--- config.mk ---
export PLATFORM = sky130hd
export DESIGN_NAME = uart_tx_frame_flat
export DESIGN_NICKNAME = d
export VERILOG_FILES = /design/src/rtl/uart_tx_frame_if.sv /design/src/rtl/uart_tx_frame.sv /design/src/flat_wrapper.sv
export SDC_FILE = /design/constraint.sdc
export NUM_CORES = 1
export LEC_CHECK = 0
export ABC_CLOCK_PERIOD_IN_PS = 1500
export CAP_MARGIN = 25
export CORE_MARGIN = 8
export CORE_UTILIZATION = 48
export CTS_BUF_LIST = sky130_fd_sc_hd__clkbuf_8
export DETAILED_ROUTE_END_ITERATION = 10
export PLACE_DENSITY = 0.89
export SLEW_MARGIN = 20
export SYNTH_ARGS = -nofsm -noshare
export SYNTH_HDL_FRONTEND = slang
export SYNTH_SLANG_ARGS = --single-unit
--- constraint.sdc ---
create_clock -name clk -period 1.5 [get_ports clk]
set_input_delay 0.3 -clock clk [delete_from_list [all_inputs] [get_ports clk]]
set_output_delay 0.3 -clock clk [all_outputs]
set_load 0.01 [all_outputs]
--- src/rtl/uart_tx_frame_if.sv ---
// uart_tx_frame_if: host-side bundle for the UART transmit serializer.
//
// Handshake: a word transfers on the rising clk edge where load && ready.
// A load while ready is low is dropped. It is neither queued nor remembered,
// and load does not have to be held. txen is a free-running one-clk strobe
// from the baud generator, with one pulse per bit period. It carries no
// handshake.
interface uart_tx_frame_if #(
    parameter int DATA_W = 8
);
    logic [DATA_W-1:0] tx_data;
    logic              load;
    logic              txen;
    logic              ready;
    logic              busy;
    logic              frame_done;
    logic              txd;

    // Host / baud-generator side
    modport master (
        output tx_data, load, txen,
        input  ready, busy, frame_done, txd
    );

    // Serializer side
    modport slave (
        input  tx_data, load, txen,
        output ready, busy, frame_done, txd
    );
endinterface

--- src/rtl/uart_tx_frame.sv ---
// uart_tx_frame: UART transmit serializer. It sends the start bit, then
// DATA_W data bits LSB-first, then an optional parity bit, then STOP_BITS
// stop bits. The baud strobe txen paces every bit.
// Optional feature: define UART_TX_PARITY_EN to compile in the parity bit
// and the PAR state. PARITY_ODD selects odd parity when it is 1.
module uart_tx_frame #(
    parameter int DATA_W     = 8,
    parameter int STOP_BITS  = 1,
    parameter bit PARITY_ODD = 1'b0
) (
    input  logic                  clk,
    input  logic                  n_rst,
    uart_tx_frame_if.slave        bus,
    output logic [2:0]            dbg_state_o
);
    typedef enum logic [2:0] {
        S_IDLE  = 3'd0,
        S_WAIT  = 3'd1,
        S_START = 3'd2,
        S_DATA  = 3'd3,
        S_PAR   = 3'd4,
        S_STOP  = 3'd5
    } state_t;

    localparam logic [3:0] BIT_LAST  = 4'(DATA_W - 1);
    localparam logic       STOP_LAST = 1'(STOP_BITS - 1);

    state_t            state_q, state_d;
    logic [DATA_W-1:0] sh_q, sh_d;
    logic [3:0]        bit_cnt_q, bit_cnt_d;
    logic              stop_cnt_q, stop_cnt_d;
    logic              txd_q, txd_d;
    logic              frame_done_q, frame_done_d;

`ifdef UART_TX_PARITY_EN
    // Parity of the accepted word, captured at accept time so that later
    // changes on tx_data and the shifting of sh_q cannot disturb it.
    logic par_q, par_d;
`else
    // PARITY_ODD has no effect when parity is not compiled in.
    logic unused_parity_odd;
    assign unused_parity_odd = PARITY_ODD;
`endif

    // State and datapath registers. txd idles high out of reset.
    always_ff @(posedge clk or negedge n_rst) begin
        if (!n_rst) begin
            state_q      <= S_IDLE;
            sh_q         <= '0;
            bit_cnt_q    <= '0;
            stop_cnt_q   <= 1'b0;
            txd_q        <= 1'b1;
            frame_done_q <= 1'b0;
`ifdef UART_TX_PARITY_EN
            par_q        <= 1'b0;
`endif
        end else begin
            state_q      <= state_d;
            sh_q         <= sh_d;
            bit_cnt_q    <= bit_cnt_d;
            stop_cnt_q   <= stop_cnt_d;
            txd_q        <= txd_d;
            frame_done_q <= frame_done_d;
`ifdef UART_TX_PARITY_EN
            par_q        <= par_d;
`endif
        end
    end

    // Next-state and next-output logic. txd_d is the level for the bit that
    // starts on this txen edge.
    always_comb begin
        state_d      = state_q;
        sh_d         = sh_q;
        bit_cnt_d    = bit_cnt_q;
        stop_cnt_d   = stop_cnt_q;
        txd_d        = txd_q;
        frame_done_d = 1'b0;
`ifdef UART_TX_PARITY_EN
        par_d        = par_q;
`endif
        case (state_q)
            S_IDLE: begin
                // txen is ignored here. The start bit waits for the next strobe.
                if (bus.load) begin
                    sh_d       = bus.tx_data;
                    bit_cnt_d  = '0;
                    stop_cnt_d = 1'b0;
`ifdef UART_TX_PARITY_EN
                    par_d      = (^bus.tx_data) ^ PARITY_ODD;
`endif
                    state_d    = S_WAIT;
                end
            end
            S_WAIT: begin
                if (bus.txen) begin
                    txd_d   = 1'b0;
                    state_d = S_START;
                end
            end
            S_START: begin
                if (bus.txen) begin
                    txd_d     = sh_q[0];
                    bit_cnt_d = '0;
                    state_d   = S_DATA;
                end
            end
            S_DATA: begin
                if (bus.txen) begin
                    if (bit_cnt_q == BIT_LAST) begin
`ifdef UART_TX_PARITY_EN
                        txd_d   = par_q;
                        state_d = S_PAR;
`else
                        txd_d   = 1'b1;
                        state_d = S_STOP;
`endif
                    end else begin
                        sh_d      = sh_q >> 1;
                        txd_d     = sh_q[1];
                        bit_cnt_d = bit_cnt_q + 4'd1;
                    end
                end
            end
`ifdef UART_TX_PARITY_EN
            S_PAR: begin
                if (bus.txen) begin
                    txd_d   = 1'b1;
                    state_d = S_STOP;
                end
            end
`endif
            S_STOP: begin
                if (bus.txen) begin
                    txd_d = 1'b1;
                    if (stop_cnt_q == STOP_LAST) begin
                        frame_done_d = 1'b1;
                        state_d      = S_IDLE;
                    end else begin
                        stop_cnt_d = stop_cnt_q + 1'b1;
                    end
                end
            end
            default: begin
                txd_d   = 1'b1;
                state_d = S_IDLE;
            end
        endcase
    end

    // Handshake status is decoded straight from the state register.
    assign bus.ready      = (state_q == S_IDLE);
    assign bus.busy       = (state_q != S_IDLE);
    assign bus.txd        = txd_q;
    assign bus.frame_done = frame_done_q;
    assign dbg_state_o    = state_q;
endmodule

--- src/flat_wrapper.sv ---
// flat-port wrapper written by rule: the top's interface ports become plain ports
module uart_tx_frame_flat 
#(
    parameter int DATA_W     = 8,
    parameter int STOP_BITS  = 1,
    parameter bit PARITY_ODD = 1'b0
)
  (clk, n_rst, dbg_state_o, bus_tx_data, bus_load, bus_txen, bus_ready, bus_busy, bus_frame_done, bus_txd);
  uart_tx_frame_if #(.DATA_W(DATA_W)) bus_i ();
  input  logic clk;
  input  logic n_rst;
  output logic [2:0] dbg_state_o;
  input wire logic [$bits(bus_i.tx_data)-1:0] bus_tx_data;
  input wire logic [$bits(bus_i.load)-1:0] bus_load;
  input wire logic [$bits(bus_i.txen)-1:0] bus_txen;
  output wire logic [$bits(bus_i.ready)-1:0] bus_ready;
  output wire logic [$bits(bus_i.busy)-1:0] bus_busy;
  output wire logic [$bits(bus_i.frame_done)-1:0] bus_frame_done;
  output wire logic [$bits(bus_i.txd)-1:0] bus_txd;
  assign bus_i.tx_data = bus_tx_data;
  assign bus_i.load = bus_load;
  assign bus_i.txen = bus_txen;
  assign bus_ready = bus_i.ready;
  assign bus_busy = bus_i.busy;
  assign bus_frame_done = bus_i.frame_done;
  assign bus_txd = bus_i.txd;
  uart_tx_frame #(.DATA_W(DATA_W), .STOP_BITS(STOP_BITS), .PARITY_ODD(PARITY_ODD)) u_core (.clk(clk), .n_rst(n_rst), .bus(bus_i), .dbg_state_o(dbg_state_o));
endmodule
# --- After elaboration in Yosys (flattened, before gate mapping) ---
# Index checks and enable logic that the tools add are counted.
word_totals:
  reg_bits: 18
op_classes:
  n_reduce_logical: 10
  addsub: 2
  muxes: 30
  bitwise: 1
  eq_ne: 13
op_table:
  columns: ["cell", "n"]
  rows:
  - ["$mux 8", 3]
  - ["$mux 3", 7]
  - ["$mux 4", 4]
  - ["$pmux 8 s2", 1]
  - ["$pmux 3 s5", 1]
  - ["$ne 2x2->1 const B", 7]
  - ["$pmux 4 s3", 1]
  - ["$mux 1", 11]
  - ["$reduce_and 5->1", 2]
  - ["$reduce_and 7->1", 1]
  - ["$eq 3x2->1 const B", 2]
  - ["$reduce_bool 3->1", 2]
  - ["$pmux 1 s5", 1]
  - ["$add 4x1->4 const B", 1]
  - ["$eq 4x3->1 const B", 1]
  - ["$reduce_and 4->1", 1]
  - ["$reduce_bool 2->1", 2]
  - ["$eq 3x1->1 const B", 1]
  - ["$eq 3x3->1 const B", 1]
  - ["$logic_not 3->1", 1]
  - ["$reduce_and 3->1", 1]
  - ["$ne 2x1->1 const B", 1]
  - ["$pmux 1 s2", 1]
  - ["$add 1x1->1 const B", 1]
  - ["$not 1->1", 1]

# --- Logic depth before layout (Yosys ltp) ---
# Gate-level depths: netlist (run 1).
depth:
  word_depth: 4
  mapped_depth: 5

# --- Worst setup path after synthesis (run 1) ---
# OpenSTA, ideal clock, no wires.
synth_path:
  kind: "register to register"
  start: "reg u_core.state_q[1] (netlist: u_core.dbg_state_o[1])"
  end: "reg u_core.sh_q[1]"
  path_stages_with_launch: 4
  t_arrival_ns: 1.498
  path_buffers: 0
  setup_time_ns: 0.125
  synth_period_minus_slack_ns: 1.623
  slack_ns: -0.123
  cell_sequence: "dfrtp_1 -> or4b_4 -> o21ai_4 -> mux2_4"
synth_between:
  elab_chain_cells: 3
synth_rtl:
  columns: ["element", "line", "rtl"]
  rows:
  - ["start, declared", "uart_tx_frame.sv:28", "state_t state_q, state_d;"]
  - ["start signal, assigned", "uart_tx_frame.sv:58", "state_q <= state_d;"]
  - ["$eq 3x2->1 or $logic_not 3->1 (tied branches)", "uart_tx_frame.sv:82", "case (state_q)"]
  - ["$ne 2x2->1 (no line) or $reduce_bool 2->1 (tied branches)", null, null]
  - ["$reduce_and 4->1 (no line)", null, null]
  - ["end signal, assigned", "uart_tx_frame.sv:49", "sh_q <= '0;"]
  - ["end signal, assigned", "uart_tx_frame.sv:59", "sh_q <= sh_d;"]
  - ["end, declared", "uart_tx_frame.sv:29", "logic [DATA_W-1:0] sh_q, sh_d;"]
# Several ways; a longest one is shown, not always the timed one.
# A chain may end at the register's enable or synchronous reset.

# --- Worst setup path after layout (run 1) ---
layout_path:
  start: "reg u_core.state_q[1] (netlist: u_core.dbg_state_o[1])"
  end: "reg u_core.sh_q[2]"
# The elaborated chain is that of the path after synthesis.

==> results of run 1 <==
per-stage QoR:
step	hold WS, ps	total power [W]	utilization [%]	cells
after floorplan	4.41	0.00189	-	86
after global placement	499	0.00241	69.3	148
after detailed placement	506	0.00251	69.3	148
after CTS	289	0.00287	72.2	155
after global routing	310	0.00317	74.6	160
final	287	0.00299	74.6	160
final cells by class:
cell class,instances,area [um^2]
fillers,147,498
clock buffers,3,41.3
clock inverters,1,5.00
repair buffers,48,395
well taps,27,33.8
flip-flops and latches,17,428
multi-input cells,58,538
inverters,6,22.5
registers in the layout, indices dropped and copies added (netlist names):
register	flops
u_core.bus.frame_done	1
u_core.bit_cnt_q	4
u_core.bus.txd	1
u_core.dbg_state_o	3
u_core.sh_q	8
critical path: stages, from the launching register on:
cell	delay, ps
dfrtp_2	420
buf_6	130
or4b_4	520
o21ai_4	180
mux2_4	340
final timing paths:
kind,endpoint,slack [ps],from,cells past startpoint
setup / recovery,u_core.sh_q[2]$_DFFE_PN0P_,-210,u_core.dbg_state_o[1]$_DFFE_PN0P_,4
hold / removal,u_core.bus.frame_done$_DFF_PN0_,290,n_rst,1
setup reg to reg,u_core.sh_q[2]$_DFFE_PN0P_,-210,u_core.dbg_state_o[1]$_DFFE_PN0P_,4
hold reg to reg,u_core.bus.txd$_DFFE_PN1P_,520,u_core.bus.txd$_DFFE_PN1P_,1
max in group asynchronous,u_core.sh_q[0]$_DFFE_PN0P_,750,n_rst,2
min in group clk,u_core.bus.txd$_DFFE_PN1P_,520,u_core.bus.txd$_DFFE_PN1P_,1
timing repair:
action	4_1_cts	5_1_grt
endpoints found under the hold margin	0	0
setup endpoints to repair	16	14
gates resized for setup	13	7
pin swaps	1	3
setup buffers	3	5
gates cloned	0	0
cell families after synthesis:
logic type / Yosys count / synth area share [%]
AO/OA/AOI/OAI: 17 / 13.7
AND/OR/NAND/NOR: 23 / 14.6
buffers and inverters: 11 / 5.11
adder cells (fa/ha/maj): 1 / 1.25
flip-flops: 17 / 42.5
multiplexers: 17 / 22.8
metal layers:
metal  GRT usage [%]  vias to the layer above
met1            16.6                      431
met2            23.8                       24
met5               0                        -
met3            1.65                        4
met4            8.77                        0
li1                -                      402
where the power goes:
| group | internal, W | switching [W] | total, W |
|---|---|---|---|
| Clock | 0.000184 | 0.000162 | 0.000346 |
| Combinational | 0.00112 | 0.000719 | 0.00184 |
| Sequential | 0.000673 | 0.000137 | 0.000810 |
| Total | 0.00198 | 0.00102 | 0.00299 |
layout by cell type, fill, tap and decap left out, types with 2 or more instances in the layout:
| master | synthesis | final |
|---|---|---|
| nor2_1 | 5 | 5 |
| mux2i_1 | 3 | 3 |
| dlygate4sd2_1 | 0 | 2 |
| buf_6 | 1 | 2 |
| o22a_1 | 2 | 2 |
| nand2_1 | 2 | 2 |
| o21a_1 | 2 | 2 |
| mux2_4 | 11 | 12 |
| buf_4 | 0 | 28 |
| inv_1 | 6 | 6 |
| clkdlybuf4s50_1 | 0 | 12 |
| buf_2 | 2 | 2 |
| clkbuf_8 | 0 | 3 |
| nand2b_1 | 3 | 3 |
| dfrtp_1 | 16 | 15 |
| a21oi_1 | 3 | 3 |
| nand3b_1 | 4 | 4 |
==> results.tsv, run 1 <==
stage	metric	value	unit
floorplan	initial_core_util	51.1	%
detailed_routing	vias	861	
layout	final_area	0.00146	mm^2
yosys	synthArstFlopShare	100	%
floorplan	ios	19	
setup_path	end_kind	register	
placed_design	placed_area	0.00136	mm^2
placed_design	finalWeightedCongestion	0.951	
detailed_routing	via_per_inst	5.38	
clock_network	clk_latency	250	ps
yosys	synth_seq_area_share	42.5	%
yosys	synth_cell_types	37	
yosys	syn_nets	99	
floorplan	dieWidth	61.7	um
sta	fin_crit	1710	ps
sta	relSlewSlack	75.1	%
setup_path	cp_max_fo	8	
status	failed_checks	negative setup slack	
clock_network	cts_max_level	1	
setup_path	critical_path_class	reg2reg	
detailed_routing	totalWireLength	2.65	mm
yosys	yosys.area.top_type	dfrtp_1	
yosys	syn-cell-area	0.00100	mm^2
yosys	synth_most_common_cell	dfrtp_1	
clock_network	cts.sink_count	17	
sta	fin_crit_sh	114	%
yosys	synth_top_area_share	39.9	%
yosys	syn_inst	86	
detailed_routing	wl_per_cell	16.6	um
yosys	avgSynthCellArea	11.7	um^2
placed_design	portBuffers	18	
sta	max_freq	583	MHz
layout	nets	147	
sta	setup_viol	13	
grt	grt_pass1_wl	4.04	mm
grt	antenna_found_initial	0	
detailed_routing	drt_iter0_drc	34	
yosys	synth_edf_count	0	
grt	grt_usage	14.1	%
pwr	vdd_drop_max	1.21	mV
sta	maxSlewViolCount	0	
floorplan	coreArea	0.00196	mm^2
yosys	synth_ff_type	dfrtp_1	
sta	finalHoldViolations	0	
clock_network	cts_hold_buf	0	
clock_network	clk_pin_slew_worst_paths	70	ps
clock_network	clk_path_buf_depth	2	
setup_path	crit_required	1640	ps
detailed_routing	top_layer_used	met4	
grt	grt_max_degree	13	
setup_path	arrival	1850	ps
sta	layout_setup_ws	-214	ps
clock_network	cts_root_buf	clkbuf_8	
setup_path	start_kind	register	
detailed_routing	wl_met3	104	um
yosys	ys_ff_latch	17	
detailed_routing	route.met2.wl	1.33	mm
worst_hold_path	min_path_type	in2async	
detailed_routing	drt_first_pass_iters	4	
sta	rsz0062_at_grt	yes	
detailed_routing	final_antenna_net_count	0	
detailed_routing	drc	0	
yosys	synthTopCellsByArea	dfrtp_1 40%, mux2_4 16%, mux2i_1 3.0%	
sta	skew	1.78	ps
grt	grt_pass1_vias	915	
pwr	power_density	2040	mW/mm^2
floorplan	num_rows	16	
yosys	ys_warn_count	0	
layout	diodes	0	
layout	area_delta_synth_final	45.9	%
yosys	synth_common_cells	16 x dfrtp_1, 11 x mux2_4, 6 x inv_1	
run	cap_violations	0	
sta	worstMarginPinSlew	372	ps
sta	setup_tns	-2090	ps
clock_network	cts_buffers	3	
placed_design	dp_hpwl	1.87	mm
status	status	complete, but fails checks	
clock_network	tritoncts	built	
pwr	p_leak	0.716	nW
floorplan	dieHeight	61.7	um
floorplan	dieArea	0.00381	mm^2
placed_design	dp_slack	-428	ps
grt	grt-ovfl-total	0	
layout	drive_gt1_share	43.6	%
detailed_routing	met1_length	1.18	mm
Note: power is estimated with default switching activity, not from simulation.
==> run 2: changes to the inputs <==
--- a/config.mk
+++ b/config.mk
@@ -7,11 +7,12 @@
 export LEC_CHECK = 0
 export ABC_CLOCK_PERIOD_IN_PS = 1500
 export CAP_MARGIN = 25
+export CORE_ASPECT_RATIO = 0.8
 export CORE_MARGIN = 8
-export CORE_UTILIZATION = 48
+export CORE_UTILIZATION = 45
 export CTS_BUF_LIST = sky130_fd_sc_hd__clkbuf_8
 export DETAILED_ROUTE_END_ITERATION = 10
-export PLACE_DENSITY = 0.89
+export PLACE_DENSITY = 0.85
 export SLEW_MARGIN = 20
 export SYNTH_ARGS = -nofsm -noshare
 export SYNTH_HDL_FRONTEND = slang
==> results.tsv, run 2 (synthesis results as in run 1) <==
stage	metric	value	unit	change
detailed_routing	drt_first_pass_iters	4		unchanged
layout	final_cells	155		was 160
clock_network	cts_buffers	3		unchanged
placed_design	finalWeightedCongestion	0.875		was 0.951
floorplan	dieHeight	58.2	um	was 61.7 um
layout	final_cell_mix	20 x buf_4, 15 x dfrtp_1, 12 x mux2_4, 12 x clkdlybuf4s50_1, 9 x buf_6		was 28 x buf_4, 15 x dfrtp_1, 12 x mux2_4, 12 x clkdlybuf4s50_1, 6 x inv_1
clock_network	cts_hold_buf	0		unchanged
setup_path	cp_cell_sequence	buf_4 > nand4b_1 > o21ai_4 > mux2_4		was buf_6 > or4b_4 > o21ai_4 > mux2_4
pwr	power_density	2000	mW/mm^2	was 2040 mW/mm^2
pwr	p_leak	0.715	nW	was 0.716 nW
setup_path	cp_slowest_stage_delay	430	ps	was 520 ps
grt	grt_pass1_vias	793		was 915
setup_path	timing.rr.start	u_core.dbg_state_o[2]$_DFFE_PN0P_		was u_core.dbg_state_o[1]$_DFFE_PN0P_
layout	drive_gt1_share	44.6	%	was 43.6%
floorplan	coreArea	0.00214	mm^2	was 0.00196 mm^2
setup_path	arrival	1860	ps	was 1850 ps
setup_path	r2r_slack	-230	ps	was -210 ps
sta	fin_crit	1730	ps	was 1710 ps
sta	layout_setup_ws	-228	ps	was -214 ps
pwr	vdd_drop_max	1.31	mV	was 1.21 mV
setup_path	critical_path_class	reg2reg		unchanged
status	status	complete, but fails checks		unchanged
sta	worst_hold_slack	294	ps	was 287 ps
setup_path	crit_slowest_cell	dfrtp_1		was or4b_4
layout	fillers	153		was 147
layout	seq_area	428	um^2	unchanged
setup_path	reg2regPathDepth	4		unchanged
sta	worstMarginPinSlew	380	ps	was 372 ps
run	cap_violations	0		unchanged
grt	antenna_found_initial	0		unchanged
setup_path	worst-path-buf-inv	1		unchanged
detailed_routing	final_antenna_net_count	0		unchanged
setup_path	end_kind	register		unchanged
sta	rsz0062_at_grt	yes		unchanged
layout	area_delta_synth_final	49.4	%	was 45.9%
layout	nets	144		was 147
detailed_routing	drc	0		unchanged
clock_network	tritoncts	built		unchanged
floorplan	dieWidth	68.8	um	was 61.7 um
detailed_routing	via_per_inst	5.27		was 5.38
sta	maxSlewViolCount	0		unchanged
grt	grt_max_degree	12		was 13
layout	multi_input_area	566	um^2	was 538 um^2
detailed_routing	drt_iter0_drc	14		was 34
setup_path	start_kind	register		unchanged
sta	setup_viol	14		was 13
clock_network	clk_pin_slew_worst_paths	80	ps	was 70 ps
setup_path	crit_required	1640	ps	about the same
clock_network	cts_root_buf	clkbuf_8		unchanged
detailed_routing	wl_per_cell	15.8	um	was 16.6 um
layout	diodes	0		unchanged
sta	skew	14.8	ps	was 1.78 ps
clock_network	clk_latency	260	ps	was 250 ps
sta	fin_crit_sh	115	%	was 114%
grt	grt_usage	12.7	%	was 14.1%
clock_network	cts_max_level	1		unchanged
grt	grt_pass1_wl	3.82	mm	was 4.04 mm
sta	relSlewSlack	74.6	%	was 75.1%
pwr	power	0.00300	W	was 0.00299 W
setup_path	rr_endpoint	u_core.sh_q[2]$_DFFE_PN0P_		unchanged
sta	max_freq	579	MHz	was 583 MHz
floorplan	ios	19		unchanged
worst_hold_path	min_path_type	in2async		unchanged
clock_network	clk_path_buf_depth	2		unchanged
floorplan	num_rows	15		was 16
placed_design	dp.cells	147		was 148
placed_design	dp_slack	-413	ps	was -428 ps
layout	fin_util	70.1	%	was 74.6%
clock_network	cts.sink_count	17		unchanged
placed_design	portBuffers	18		unchanged
sta	finalHoldViolations	0		unchanged
detailed_routing	vias	817		was 861
floorplan	initial_core_util	46.9	%	was 51.1%
status	failed_checks	negative setup slack		unchanged
placed_design	dp_hpwl	1.68	mm	was 1.87 mm
detailed_routing	totalWireLength	2.45	mm	was 2.65 mm
layout	layout_commonest_cell	buf_4		unchanged
setup_path	cp_max_fo	8		unchanged
floorplan	dieArea	0.00401	mm^2	was 0.00381 mm^2
layout	largest_reg_flops	8		unchanged
layout	regMostFlops	u_core.sh_q		unchanged
setup_path	cp_top_family	flip-flops		was simple AND/OR/NAND/NOR gates
grt	grt-ovfl-total	0		unchanged
[run 2: metal layers]
| metal | track usage [%] | part of all wire [%] | vias to the layer above |
|---|---|---|---|
| met5 | 0 | 0 | - |
| met4 | 4.57 | 0.70 | 0 |
| met3 | 5.00 | 5.1 | 4 |
| met2 | 17.2 | 45 | 16 |
| met1 | 17.4 | 49 | 399 |
| li1 | - | - | 398 |
[run 2: timing repair]
item,in CTS,in global routing
buffers inserted,3,2
gates resized for setup,20,13
endpoints found under the hold margin,0,0
setup endpoints to repair,17,15
pin swaps,5,5
[run 2: area by class of cell]
cell class / instances / area share [%]
Tap cell: 25 / 2.09
Inverter: 6 / 1.50
Clock inverter: 1 / 0.334
Sequential cell: 17 / 28.5
Clock buffer: 3 / 2.75
Timing Repair Buffer: 45 / 27.0
Multi-Input combinational cell: 58 / 37.7
[run 2: worst max-delay path by stage]
stage,from,endpoint,slack (ps),cells past startpoint
final,u_core.dbg_state_o[2]$_DFFE_PN0P_,u_core.sh_q[2]$_DFFE_PN0P_,-230,4
after global routing,u_core.dbg_state_o[2]$_DFFE_PN0P_,u_core.sh_q[2]$_DFFE_PN0P_,-260,4
after CTS,u_core.dbg_state_o[1]$_DFFE_PN0P_,u_core.sh_q[2]$_DFFE_PN0P_,-210,4
after detailed placement,bus_load,u_core.sh_q[6]$_DFFE_PN0P_,-410,4
after global placement,bus_load,u_core.sh_q[6]$_DFFE_PN0P_,-390,4
after floorplan,u_core.dbg_state_o[2]$_DFFE_PN0P_,u_core.sh_q[1]$_DFFE_PN0P_,-110,4
[run 2: stage by stage]
stage / setup TNS (ps) / area (um^2)
floorplan: -684 / 1010
global placement: -4310 / 1360
detailed placement: -4500 / 1360
CTS: -1710 / 1440
global route: -2540 / 1500
finish: -2000 / 1500
[run 2: power by group]
| part | internal [W] | switching, W |
|---|---|---|
| sequential | 0.000673 | 0.000143 |
| combinational | 0.00112 | 0.000701 |
| clock | 0.000185 | 0.000169 |
| total | 0.00198 | 0.00101 |
==> run 3: changes to the inputs <==
--- a/config.mk
+++ b/config.mk
@@ -12,7 +12,7 @@
 export CORE_UTILIZATION = 45
 export CTS_BUF_LIST = sky130_fd_sc_hd__clkbuf_8
 export DETAILED_ROUTE_END_ITERATION = 10
-export PLACE_DENSITY = 0.85
+export PLACE_DENSITY_LB_ADDON = 0.12
 export SLEW_MARGIN = 20
 export SYNTH_ARGS = -nofsm -noshare
 export SYNTH_HDL_FRONTEND = slang
==> results.tsv, run 3 (synthesis results as in run 1) <==
stage	metric	value	unit	change
sta	maxSlewViolCount	0		unchanged
pwr	p_sw	0.000953	W	was 0.00101 W
setup_path	cp_cell_sequence	buf_6 > or4b_4 > o21ai_4 > mux2_4		was buf_4 > nand4b_1 > o21ai_4 > mux2_4
detailed_routing	drc	0		unchanged
grt	antenna_found_initial	0		unchanged
clock_network	cts_hold_buf	0		unchanged
pwr	p_leak	0.697	nW	was 0.715 nW
grt	met2_usage	20.7	%	was 17.2%
status	status	complete, but fails checks		unchanged
pwr	power_density	2010	mW/mm^2	was 2000 mW/mm^2
setup_path	cp_slowest_stage_delay	520	ps	was 430 ps
run	cap_violations	0		unchanged
sta	relSlewSlack	74.6	%	about the same
detailed_routing	final_antenna_net_count	0		unchanged
setup_path	end_kind	register		unchanged
grt	busiest_layer	met2		was met1
pwr	vdd_drop_max	1.27	mV	was 1.31 mV
sta	worstMarginPinSlew	380	ps	about the same
layout	fillers	178		was 153
clock_network	cts_buffers	3		unchanged
placed_design	dp_hpwl	1.79	mm	was 1.68 mm
layout	final_cell_mix	22 x buf_4, 14 x dfrtp_1, 12 x mux2_4, 12 x clkdlybuf4s50_1, 7 x inv_1		was 20 x buf_4, 15 x dfrtp_1, 12 x mux2_4, 12 x clkdlybuf4s50_1, 9 x buf_6
grt	grt_pass1_vias	821		was 793
sta	finalHoldViolations	0		unchanged
clock_network	cts_root_buf	clkbuf_8		unchanged
setup_path	critical_path_class	reg2reg		unchanged
sta	rsz0062_at_grt	yes		unchanged
setup_path	crit_slowest_cell	or4b_4		was dfrtp_1
sta	fin_crit	1690	ps	was 1730 ps
detailed_routing	totalWireLength	2.39	mm	was 2.45 mm
layout	nets	142		was 144
clock_network	tritoncts	built		unchanged
sta	setup_viol	12		was 14
clock_network	clk_path_buf_depth	2		unchanged
clock_network	cts_max_level	1		unchanged
placed_design	dp_slack	-435	ps	was -413 ps
layout	final_cells	153		was 155
pwr	seqPwrFrac	28.6	%	was 27.2%
detailed_routing	drt_first_pass_iters	4		unchanged
layout	regMostFlops	u_core.sh_q		unchanged
pwr	combPwrFrac	59.7	%	was 60.9%
layout	drive_gt1_share	40.6	%	was 44.6%
grt	grt_pass1_wl	3.96	mm	was 3.82 mm
detailed_routing	via_per_inst	5.22		was 5.27
grt	grt_usage	13.0	%	was 12.7%
sta	fin_crit_sh	113	%	was 115%
floorplan	coreArea	0.00214	mm^2	unchanged
floorplan	initial_core_util	46.9	%	unchanged
sta	layout_setup_ws	-188	ps	was -228 ps
grt	use_met1	16.6	%	was 17.4%
layout	layout_commonest_cell	buf_4		unchanged
pwr	clkPwrFrac	11.7	%	was 11.8%
layout	area_delta_synth_final	42.6	%	was 49.4%
floorplan	dieWidth	68.8	um	unchanged
floorplan	dieHeight	58.2	um	unchanged
detailed_routing	drt_iter0_drc	35		was 14
clock_network	cts.sink_count	17		unchanged
grt	grt_max_degree	18		was 12
worst_hold_path	min_path_type	in2async		unchanged
sta	skew	3.50	ps	was 14.8 ps
floorplan	ios	19		unchanged
setup_path	start_kind	register		unchanged
placed_design	finalWeightedCongestion	0.808		was 0.875
sta	worst_hold_slack	376	ps	was 294 ps
pwr	p_int	0.00192	W	was 0.00198 W
detailed_routing	vias	798		was 817
clock_network	clk_latency	250	ps	was 260 ps
setup_path	crit_required	1640	ps	about the same
layout	largest_reg_flops	8		unchanged
placed_design	dp.cells	148		was 147
sta	max_freq	592	MHz	was 579 MHz
pwr	swShare	33.2	%	was 33.8%
placed_design	portBuffers	18		unchanged
floorplan	num_rows	15		unchanged
grt	grt-ovfl-total	0		unchanged
clock_network	clk_pin_slew_worst_paths	70	ps	was 80 ps
detailed_routing	wl_per_cell	15.6	um	was 15.8 um
setup_path	cp_max_fo	8		unchanged
status	failed_checks	negative setup slack		unchanged
grt	met3_usage	4.62	%	was 5.00%
layout	diodes	0		unchanged
setup_path	arrival	1830	ps	was 1860 ps
floorplan	dieArea	0.00401	mm^2	unchanged
==> run 3: cell count changes in the layout (fill, tap and decap cells not counted), moves of 2 or more <==
cell,delta
inv_1,+2
dlygate4sd2_1,+2
buf_4,+2
buf_2,+2
buf_6,-6
==> run 3: power by group through the flow <==
stage               clock network [W]  logic, W  registers, W
floorplan                           0   0.00108      0.000813
global placement                    0   0.00164      0.000807
detailed placement                  0   0.00170      0.000818
CTS                          0.000348   0.00169      0.000818
global route                 0.000362   0.00184      0.000844
finish                       0.000335   0.00172      0.000821
==> run 3: critical path: cells and delay by family, from the launching register on <==
kind                   cells  cell delay, ps
and+or+nand+nor            1             520
DFF                        1             420
muxes                      1             340
AOI/OAI and AO/OA          1             180
buffers and inverters      1             120
==> run 3: routing by layer <==
layer / up-vias / wire length [um]
li1: 397 / -
met1: 388 / 1120
met2: 11 / 1180
met3: 2 / 82
met4: 0 / 9
met5: - / 0
==> run 3: worst paths after layout <==
| kind | start | endpoint | slack [ps] | depth (start not counted) |
|---|---|---|---|---|
| setup / recovery | u_core.dbg_state_o[1]$_DFFE_PN0P_ | u_core.sh_q[3]$_DFFE_PN0P_ | -190 | 4 |
| hold / removal | n_rst | u_core.bit_cnt_q[0]$_DFFE_PN0P_ | 380 | 2 |
| setup reg to reg | u_core.dbg_state_o[1]$_DFFE_PN0P_ | u_core.sh_q[3]$_DFFE_PN0P_ | -190 | 4 |
| hold reg to reg | u_core.sh_q[6]$_DFFE_PN0P_ | u_core.sh_q[6]$_DFFE_PN0P_ | 520 | 1 |
| max in group asynchronous | n_rst | u_core.bus.txd$_DFFE_PN1P_ | 860 | 2 |
| min in group clk | u_core.sh_q[6]$_DFFE_PN0P_ | u_core.sh_q[6]$_DFFE_PN0P_ | 520 | 1 |
==> run 3: area by class of cell <==
type                       count  area [um^2]  share of cell area, %
multi-input combinational     58          538                   37.6
tap                           25         31.3                   2.19
sequential                    17          429                   30.0
timing repair buffer          43          365                   25.5
inverter                       6         22.5                   1.57
clock inverter                 1         3.75                  0.262
clock buffer                   3         41.3                   2.88
==> run 3: timing repair <==
| item | CTS | global route |
|---|---|---|
| setup endpoints to repair | 17 | 14 |
| pin swaps | 4 | 1 |
| gates resized for setup | 18 | 2 |
| buffers inserted | 0 | 1 |
==> run 3: per-stage QoR <==
stage / setup TNS (ps) / power, W / cell area (um^2) / util [%]
6_report: -1550 / 0.00287 / 1430 / 66.9
5_1_grt: -1960 / 0.00305 / 1430 / 66.9
4_1_cts: -1610 / 0.00286 / 1420 / 66.1
3_5_place_dp: -4660 / 0.00251 / 1370 / 64.1
3_3_place_gp: -4260 / 0.00245 / 1370 / 64.1
2_1_floorplan: -684 / 0.00189 / 1010 / -
